<file path="src/rtl/shift_pkg.sv">
// ---------------------------------------------------------------------------
// shift_pkg
// Shared types for the universal shift register.
//   mode_t  : operation applied by one step of the register
//   state_t : burst engine state (IDLE accepts SHIFT/START, RUN steps a burst)
// ---------------------------------------------------------------------------
package shift_pkg;

    typedef enum logic [2:0] {
        HOLD  = 3'b000,
        SHR   = 3'b001,
        SHL   = 3'b010,
        ROR   = 3'b011,
        ROL   = 3'b100,
        LOAD  = 3'b101,
        ASR   = 3'b110,
        CLEAR = 3'b111
    } mode_t;

    typedef enum logic {
        IDLE = 1'b0,
        RUN  = 1'b1
    } state_t;

endpackage

</file>
<file path="src/rtl/shift_step.sv">
// ---------------------------------------------------------------------------
// shift_step
// Purely combinational next-value function for one step of the register.
// Ports:
//   q          : current register contents
//   mode       : operation to apply
//   serial_in_r: bit entering the MSB on a right shift
//   serial_in_l: bit entering the LSB on a left shift
//   d          : parallel load data
//   q_next     : register contents after the step
// ---------------------------------------------------------------------------
module shift_step
    import shift_pkg::*;
#(
    parameter int WIDTH = 4
) (
    input  logic [WIDTH-1:0] q,
    input  mode_t            mode,
    input  logic             serial_in_r,
    input  logic             serial_in_l,
    input  logic [WIDTH-1:0] d,
    output logic [WIDTH-1:0] q_next
);

    always_comb begin
        q_next = q;
        case (mode)
            HOLD:    q_next = q;
            SHR:     q_next = {serial_in_r, q[WIDTH-1:1]};
            SHL:     q_next = {q[WIDTH-2:0], serial_in_l};
            ROR:     q_next = {q[0], q[WIDTH-1:1]};
            ROL:     q_next = {q[WIDTH-2:0], q[WIDTH-1]};
            LOAD:    q_next = d;
            // Sign bit is replicated into the vacated MSB.
            ASR:     q_next = {q[WIDTH-1], q[WIDTH-1:1]};
            CLEAR:   q_next = '0;
            default: q_next = q;
        endcase
    end

endmodule

</file>
<file path="src/rtl/univ_shift_reg.sv">
// ---------------------------------------------------------------------------
// univ_shift_reg
// Universal shift register with single-step and counted-burst operation.
// Ports:
//   CLK        : rising-edge clock
//   CLR_N      : asynchronous active-low reset
//   SYNC_CLR   : synchronous clear, aborts any burst without a DONE
//   MODE       : operation select (see shift_pkg::mode_t)
//   SHIFT      : one step with live MODE, honoured in IDLE only
//   START      : begin a burst of COUNT steps, honoured in IDLE only
//   COUNT      : number of steps in the burst
//   SerialInR  : bit entering the MSB on right shift
//   SerialInL  : bit entering the LSB on left shift
//   D          : parallel load data, sampled live on every step
//   Q          : register contents
//   SerialOutR : Q[0]
//   SerialOutL : Q[WIDTH-1]
//   BUSY       : high while a burst is running
//   DONE       : one-cycle pulse after the final burst step
//   dbg_state  : current burst engine state (0 = IDLE, 1 = RUN)
//
// Burst handshake: START is accepted only when BUSY is low. When START is
// sampled with COUNT>0 at edge k, MODE is latched, BUSY rises after edge k,
// Q steps at edges k+1..k+COUNT, BUSY falls and DONE is high for exactly the
// cycle after edge k+COUNT. COUNT==0 produces only the DONE pulse. A new
// START may be presented while DONE is high.
// ---------------------------------------------------------------------------
module univ_shift_reg
    import shift_pkg::*;
#(
    parameter int  WIDTH = 4,
    localparam int CNT_W = $clog2(WIDTH + 1)
) (
    input  logic             CLK,
    input  logic             CLR_N,
    input  logic             SYNC_CLR,
    input  logic [2:0]       MODE,
    input  logic             SHIFT,
    input  logic             START,
    input  logic [CNT_W-1:0] COUNT,
    input  logic             SerialInR,
    input  logic             SerialInL,
    input  logic [WIDTH-1:0] D,
    output logic [WIDTH-1:0] Q,
    output logic             SerialOutR,
    output logic             SerialOutL,
    output logic             BUSY,
    output logic             DONE,
    output logic             dbg_state
);

    state_t           state;
    mode_t            mode_lat;
    logic [CNT_W-1:0] remaining;
    mode_t            step_mode;
    logic [WIDTH-1:0] q_next;

    // A single step unit serves both paths: live MODE for IDLE single steps,
    // the latched mode while a burst runs so MODE changes are ignored.
    assign step_mode = (state == RUN) ? mode_lat : mode_t'(MODE);

    shift_step #(
        .WIDTH (WIDTH)
    ) u_step (
        .q           (Q),
        .mode        (step_mode),
        .serial_in_r (SerialInR),
        .serial_in_l (SerialInL),
        .d           (D),
        .q_next      (q_next)
    );

    always_ff @(posedge CLK or negedge CLR_N) begin
        if (!CLR_N) begin
            Q         <= '0;
            state     <= IDLE;
            mode_lat  <= HOLD;
            remaining <= '0;
            DONE      <= 1'b0;
        end else if (SYNC_CLR) begin
            Q         <= '0;
            state     <= IDLE;
            remaining <= '0;
            DONE      <= 1'b0;
        end else begin
            DONE <= 1'b0;
            case (state)
                RUN: begin
                    Q         <= q_next;
                    remaining <= remaining - CNT_W'(1);
                    if (remaining == CNT_W'(1)) begin
                        state <= IDLE;
                        DONE  <= 1'b1;
                    end
                end
                default: begin
                    if (START) begin
                        // START outranks SHIFT; Q is untouched on the accept edge.
                        if (COUNT != '0) begin
                            mode_lat  <= mode_t'(MODE);
                            remaining <= COUNT;
                            state     <= RUN;
                        end else begin
                            DONE <= 1'b1;
                        end
                    end else if (SHIFT) begin
                        Q <= q_next;
                    end
                end
            endcase
        end
    end

    assign BUSY       = (state == RUN);
    assign SerialOutR = Q[0];
    assign SerialOutL = Q[WIDTH-1];
    assign dbg_state  = state;

endmodule

</file>
<file path="config.mk">
export PLATFORM = sky130hd
export DESIGN_NAME = univ_shift_reg
export DESIGN_NICKNAME = d
export VERILOG_FILES = /design/src/rtl/shift_pkg.sv /design/src/rtl/shift_step.sv /design/src/rtl/univ_shift_reg.sv
export SDC_FILE = /design/constraint.sdc
export NUM_CORES = 1
export LEC_CHECK = 0
export ABC_AREA = 0
export BUFFER_PORTS_ARGS = -buffer_cell sky130_fd_sc_hd__buf_2
export CORE_ASPECT_RATIO = 1.5
export CORE_UTILIZATION = 40
export CTS_BUF_LIST = sky130_fd_sc_hd__clkbuf_4 sky130_fd_sc_hd__clkbuf_8
export CTS_CLUSTER_SIZE = 30
export DETAILED_ROUTE_END_ITERATION = 7
export GPL_ROUTABILITY_DRIVEN = 0
export GPL_TIMING_DRIVEN = 0
export HOLD_SLACK_MARGIN = 0.02
export SLEW_MARGIN = 20
export SYNTH_ARGS = -nofsm -noshare
export SYNTH_HDL_FRONTEND = slang
export SYNTH_HIERARCHICAL = 1
export SYNTH_SLANG_ARGS = --single-unit
export TNS_END_PERCENT = 50
</file>
<file path="constraint.sdc">
create_clock -name CLK -period 3.17 [get_ports CLK]
set_input_delay 0.317 -clock CLK [delete_from_list [all_inputs] [get_ports CLK]]
set_output_delay 0.317 -clock CLK [all_outputs]
set_load 0.02 [all_outputs]
</file>
# Yosys cells after proc, flatten, opt, wreduce, memory -nomap -nowiden
# Cells that the tools add are included.
[word_totals] in_bits=17 mem_bits_rw=0 latch_bits=0 out_inout_bits=9 wordCells=45 mem_bits_ro=0 reg_bits=12 n_memories=0
[op_classes] n_mul=0 add_sub_neg=1 mux=20 n_reduce_logical=8 bitwise_logic=2 eq_ne=9 n_shift=0 magnitude_cmp=0 div=0
[ops] operator="$pmux W4 S8" count=1
[ops] operator="$mux W4" count=4
[ops] operator="$mux W3" count=5
[ops] operator="$eq A3 B3 Y1 const B" count=4
[ops] operator="$reduce_bool A3 Y1" count=4
[ops] operator="$mux W1" count=10
[ops] operator="$eq A3 B1 Y1 const B" count=2
[ops] operator="$eq A3 B2 Y1 const B" count=2
[ops] operator="$reduce_and A2 Y1" count=2
[ops] operator="$reduce_and A4 Y1" count=1
[ops] operator="$logic_not A3 Y1" count=1
[ops] operator="$ne A3 B2 Y1 const B" count=1
[ops] operator="$sub A3 B1 Y3 const B" count=1
[ops] operator="$not A1 Y1" count=2

# Longest topological paths before layout
[depth] word_depth=7 depth_mapped=10 ltp_nobuf=7

# Modules after synthesis
# The synthesis kept the hierarchy.
[modules_own_cells] module="univ_shift_reg" seq_area_each_um2=300.3 cells_per_inst=63 n_inst=1 area_per_inst_um2=676.9
[modules_own_cells] module="shift_step" seq_area_each_um2=0.0 cells_per_inst=42 n_inst=1 area_per_inst_um2=270.3

# Worst setup path before layout
# OpenSTA, ideal clock, no wires.
[synth_timing] kind="register to register" startpoint="register state (netlist: BUSY)" endpoint="register Q[3]" setup_time_ps=77 stages_incl_launch_ff=10 t_arrival_ps=2002 synth_period_minus_slack_ps=2079 path_slack_ps=1091 path_buffers=2 required_time_ps=3093 path_cell_list="dfrtp_1 -> buf_6 -> buf_2 -> mux2_2 -> nand3b_2 -> o211ai_2 -> o21ai_1 -> a221oi_2 -> o21ai_0 -> a21oi_1"
[synth_via] elab_chain_len=7 word_cells_on_any_way=17 classes_between="eq/ne (8); mux (6); reduce/logical (3)"
[synth_lines] item="start, declared" line_no="univ_shift_reg.sv:52" text="state_t state;"
[synth_lines] item="start signal, assigned" line_no="univ_shift_reg.sv:76" text="state <= IDLE;"
[synth_lines] item="start signal, assigned" line_no="univ_shift_reg.sv:82" text="state <= IDLE;"
[synth_lines] item="start signal, assigned" line_no="univ_shift_reg.sv:92" text="state <= IDLE;"
[synth_lines] item="$mux W3 (*)" line_no="univ_shift_reg.sv:60" text="assign step_mode = (state == RUN) ? mode_lat : mode_t'(MODE);"
[synth_lines] item="net step_mode[1]" line_no="univ_shift_reg.sv:55" text="mode_t step_mode;"
[synth_lines] item="$eq A3 B3 Y1, or another cell as far along" line_no="shift_step.sv:27" text="case (mode)"
[synth_lines] item="$pmux W4 S8 (*)" line_no="shift_step.sv:27"
[synth_lines] item="net q_next[3]" line_no="univ_shift_reg.sv:56" text="logic [WIDTH-1:0] q_next;"
[synth_lines] item="$mux W4" line_no="univ_shift_reg.sv:106" text="end else if (SHIFT) begin"
[synth_lines] item="$mux W4" line_no="univ_shift_reg.sv:97" text="if (START) begin"
[synth_lines] item="$mux W4 (*)" line_no="univ_shift_reg.sv:87" text="case (state)"
[synth_lines] item="$mux W4 (*)" line_no="univ_shift_reg.sv:80" text="end else if (SYNC_CLR) begin"
[synth_lines] item="end signal, assigned" line_no="univ_shift_reg.sv:89" text="Q <= q_next;"
[synth_lines] item="end signal, assigned" line_no="univ_shift_reg.sv:107" text="Q <= q_next;"
[synth_lines] item="end, declared" line_no="univ_shift_reg.sv:44" text="output logic [WIDTH-1:0] Q,"
# Mark *: on every way through the listed nets, which the timed path passes. The rest lies on a longest branch. The select of a mux whose other input is x is not followed.
# A chain may end at the register's enable or synchronous reset.

# Worst setup path in the final report
# Same ends and word-level chain as after synthesis.

==> metrics <==
Synth cell types 34; total nets after synthesis 124; Clock Skews 5.75 ps; Placement Setup Slack 1010 ps; Clock transition at path regs 70 ps; final wirelength 2020 um; Core ar. 2230 sq um; CTS root buf clkbuf_4; chip width 41.7 um; Worst slew margin 0.801; register area share after synthesis 0.317; M2 GR Usage 0.353; # rows 21; via/cell ratio 5.46; Worst Tran Pin Value 296 ps; Hold Vio Cnt, Final 0; Wirelength per Cell 13.0 um; CTS Sinks 12; worst min path class primary input to register; Antenna Cells 0; FF-to-FF End Q[3]; Switching Fraction 0.361; Max Slew Vio Count 0; reg2reg setup slack 1000 ps; Pwr Density 439 nW/um^2; DIE AREA 2570 sq um; status finished, final reports clean; final net count 154; First DRT Iteration DRCs 6; # IOs 26; reg2reg path depth 9; clock latency on the worst-skew pair 270 ps; syn avg cell area 9.02 sq um; layout cells sized above 1 0.398; Fillers 230; crit end category register; Sw Pwr 0.179 mW; Yosys Warn Count 6; first-pass GRT wire length 3440 um; Die Y-Extent 61.6 um; hold path cells 2; DRC Markers 0; Max Clk Rate 462 MHz; maxcap violations 0; most frequent cells after synthesis dfrtp_1 (12), a21oi_1 (10), nand2_1 (9); worst ir drop on vdd 0.227 mV; Clock Power Share 0.186; Initial Util 0.424; mapped cell area 947 sq um; final setup TNS 0 ps; Crit Path Class register to register; Period minus WS final 2170 ps; synth top area cells dfrtp_1 (32%), mux2_2 (7.1%), a21oi_1 (5.3%); dominant cell by count in the synthesized netlist dfrtp_1; number of synthesized flops with an enable pin 0; H-Tree Depth 1; Async SR Flop Fraction 1.00; cells after synthesis 105; CTS buffer count 3; Port Buf Inserts 24; final setup fails 0; reg2reg start BUSY; sequential share of power 0.390; number of vias after detailed routing 851; GRT met3 Usage 0.0117; Hold Startpoint SYNC_CLR; vias in the first global route 830; Final period util 0.683; WP data arrival 2360 ps; buffer depth of the longest clock path 2; Leak 0.533 nW; CTS tree done; Worst EP required 3370 ps; Final Worst Setup Slack 1000 ps; GRT Util Overall 0.177; RSZ-0062 raised after global routing false; Logic pwr share 0.424; startpoint types register; Post-CTS Setup Inserts 0; share of the synthesized area in the top cell type 0.317; most used routing layer met2; crit path max fanout 10; global routing usage on met1 0.173; post-route ant nets 0; Main synth FF type dfrtp_1; largest area contributor in the netlist dfrtp_1; Cell Int Power 0.317 mW; pin count of the biggest net entering global routing 13; count of TritonRoute iterations in the first routing pass 4; initial antenna violation count 0; Overflow after GRT 0; Final HPWL DP 1560 um; FF+latch count, synth 12; WHS Endpoint Q[0]; Synth-to-Final Area Change 19.2%
-- metal layers --
| metal | vias up | part of all wire |
|---|---|---|
| met3 | 5 | 0.030 |
| met1 | 396 | 0.40 |
| met2 | 19 | 0.55 |
| li1 | 431 | - |
| met4 | 0 | 0.023 |
| met5 | - | 0 |
-- how the worst max path moves through the flow --
stage | slack (ps) | depth (start not counted) | startpoint | endpoint
2_1_floorplan | 1090 | 9 | BUSY | Q[3]
3_3_place_gp | 1050 | 9 | BUSY | Q[3]
3_5_place_dp | 1010 | 9 | BUSY | Q[3]
4_1_cts | 1000 | 9 | BUSY | Q[3]
5_1_grt | 870 | 9 | BUSY | Q[3]
6_report | 1000 | 9 | BUSY | Q[3]
-- power by group through the flow --
stage | clock network, mW | registers, mW | logic (mW)
2_1_floorplan | 0 | 0.200 | 0.152
3_3_place_gp | 0 | 0.195 | 0.206
3_5_place_dp | 0 | 0.197 | 0.210
4_1_cts | 0.0959 | 0.194 | 0.212
5_1_grt | 0.101 | 0.197 | 0.234
6_report | 0.0922 | 0.193 | 0.210
-- worst max-delay path, cell delays in order (launching register included) --
cell and delay, ps:
dfrtp_1 380, buf_6 150, buf_2 220, mux2_2 410, nand3b_2 220, o211ai_2 90
o21ai_1 110, a221oi_2 250, o21ai_0 120, a21oi_1 150
-- final cells by class --
cell class,count,area [sq um],area share
Tap cell,23,28.8,0.0255
Inverter,6,22.5,0.0200
Sequential cell,12,300,0.266
Timing Repair Buffer,25,130,0.115
Multi-Input combinational cell,77,542,0.480
Clock buffer,3,22.5,0.0200
Buffer,10,82.6,0.0732
-- flip-flops by register name (all words and copies together) (netlist names) --
| name | flops |
|---|---|
| mode_lat | 3 |
| remaining | 3 |
| Q | 4 |
| DONE | 1 |
| BUSY | 1 |
-- logic make-up (layout without fill, tap and decap cells) --
group                      count (synthesis)  in the layout  synth area share
AOI/OAI and AO/OA                         35             35             0.240
muxes                                      9              9             0.103
buffers and inverters                     16             44             0.111
adders and majority gates                  2              2            0.0264
xor gates and xnor gates                   1              1           0.00925
DFF                                       12             12             0.317
and+or+nand+nor                           30             30             0.193
-- cells in the final DEF, fill, tap and decap left out, drive strengths merged --
master       count
nor2             4
clkbuf           3
xor2             1
o22ai            1
mux2i            3
buf             34
nand3            1
o221ai           1
nand3b           2
nor2b            2
inv              6
nand2b           3
o211ai           4
ha               2
or3b             4
dlygate4sd3      1
nor3             1
nand2           11
nor4             1
a221oi           2
o21ai           12
a21oi           10
a211oi           3
and3b            1
mux2             6
dfrtp           12
o31ai            2
-- timing repair --
action | in CTS | in global routing
hold endpoints to repair | 12 | 0
hold buffers | 1 | 0
resized for setup | 0 | 0
-- stage by stage --
| step | area [sq um] | hold slack [ps] | power [mW] | utilization | cells |
|---|---|---|---|---|---|
| 2_1_floorplan | 947 | 21.4 | 0.352 | - | 105 |
| 3_5_place_dp | 1100 | 211 | 0.407 | 0.491 | 152 |
| 6_report | 1130 | 239 | 0.496 | 0.505 | 156 |
| 5_1_grt | 1130 | 238 | 0.532 | 0.505 | 156 |
| 4_1_cts | 1130 | 239 | 0.502 | 0.505 | 156 |
| 3_3_place_gp | 1100 | 211 | 0.401 | 0.491 | 152 |
Power figures use the tool's default switching activity.
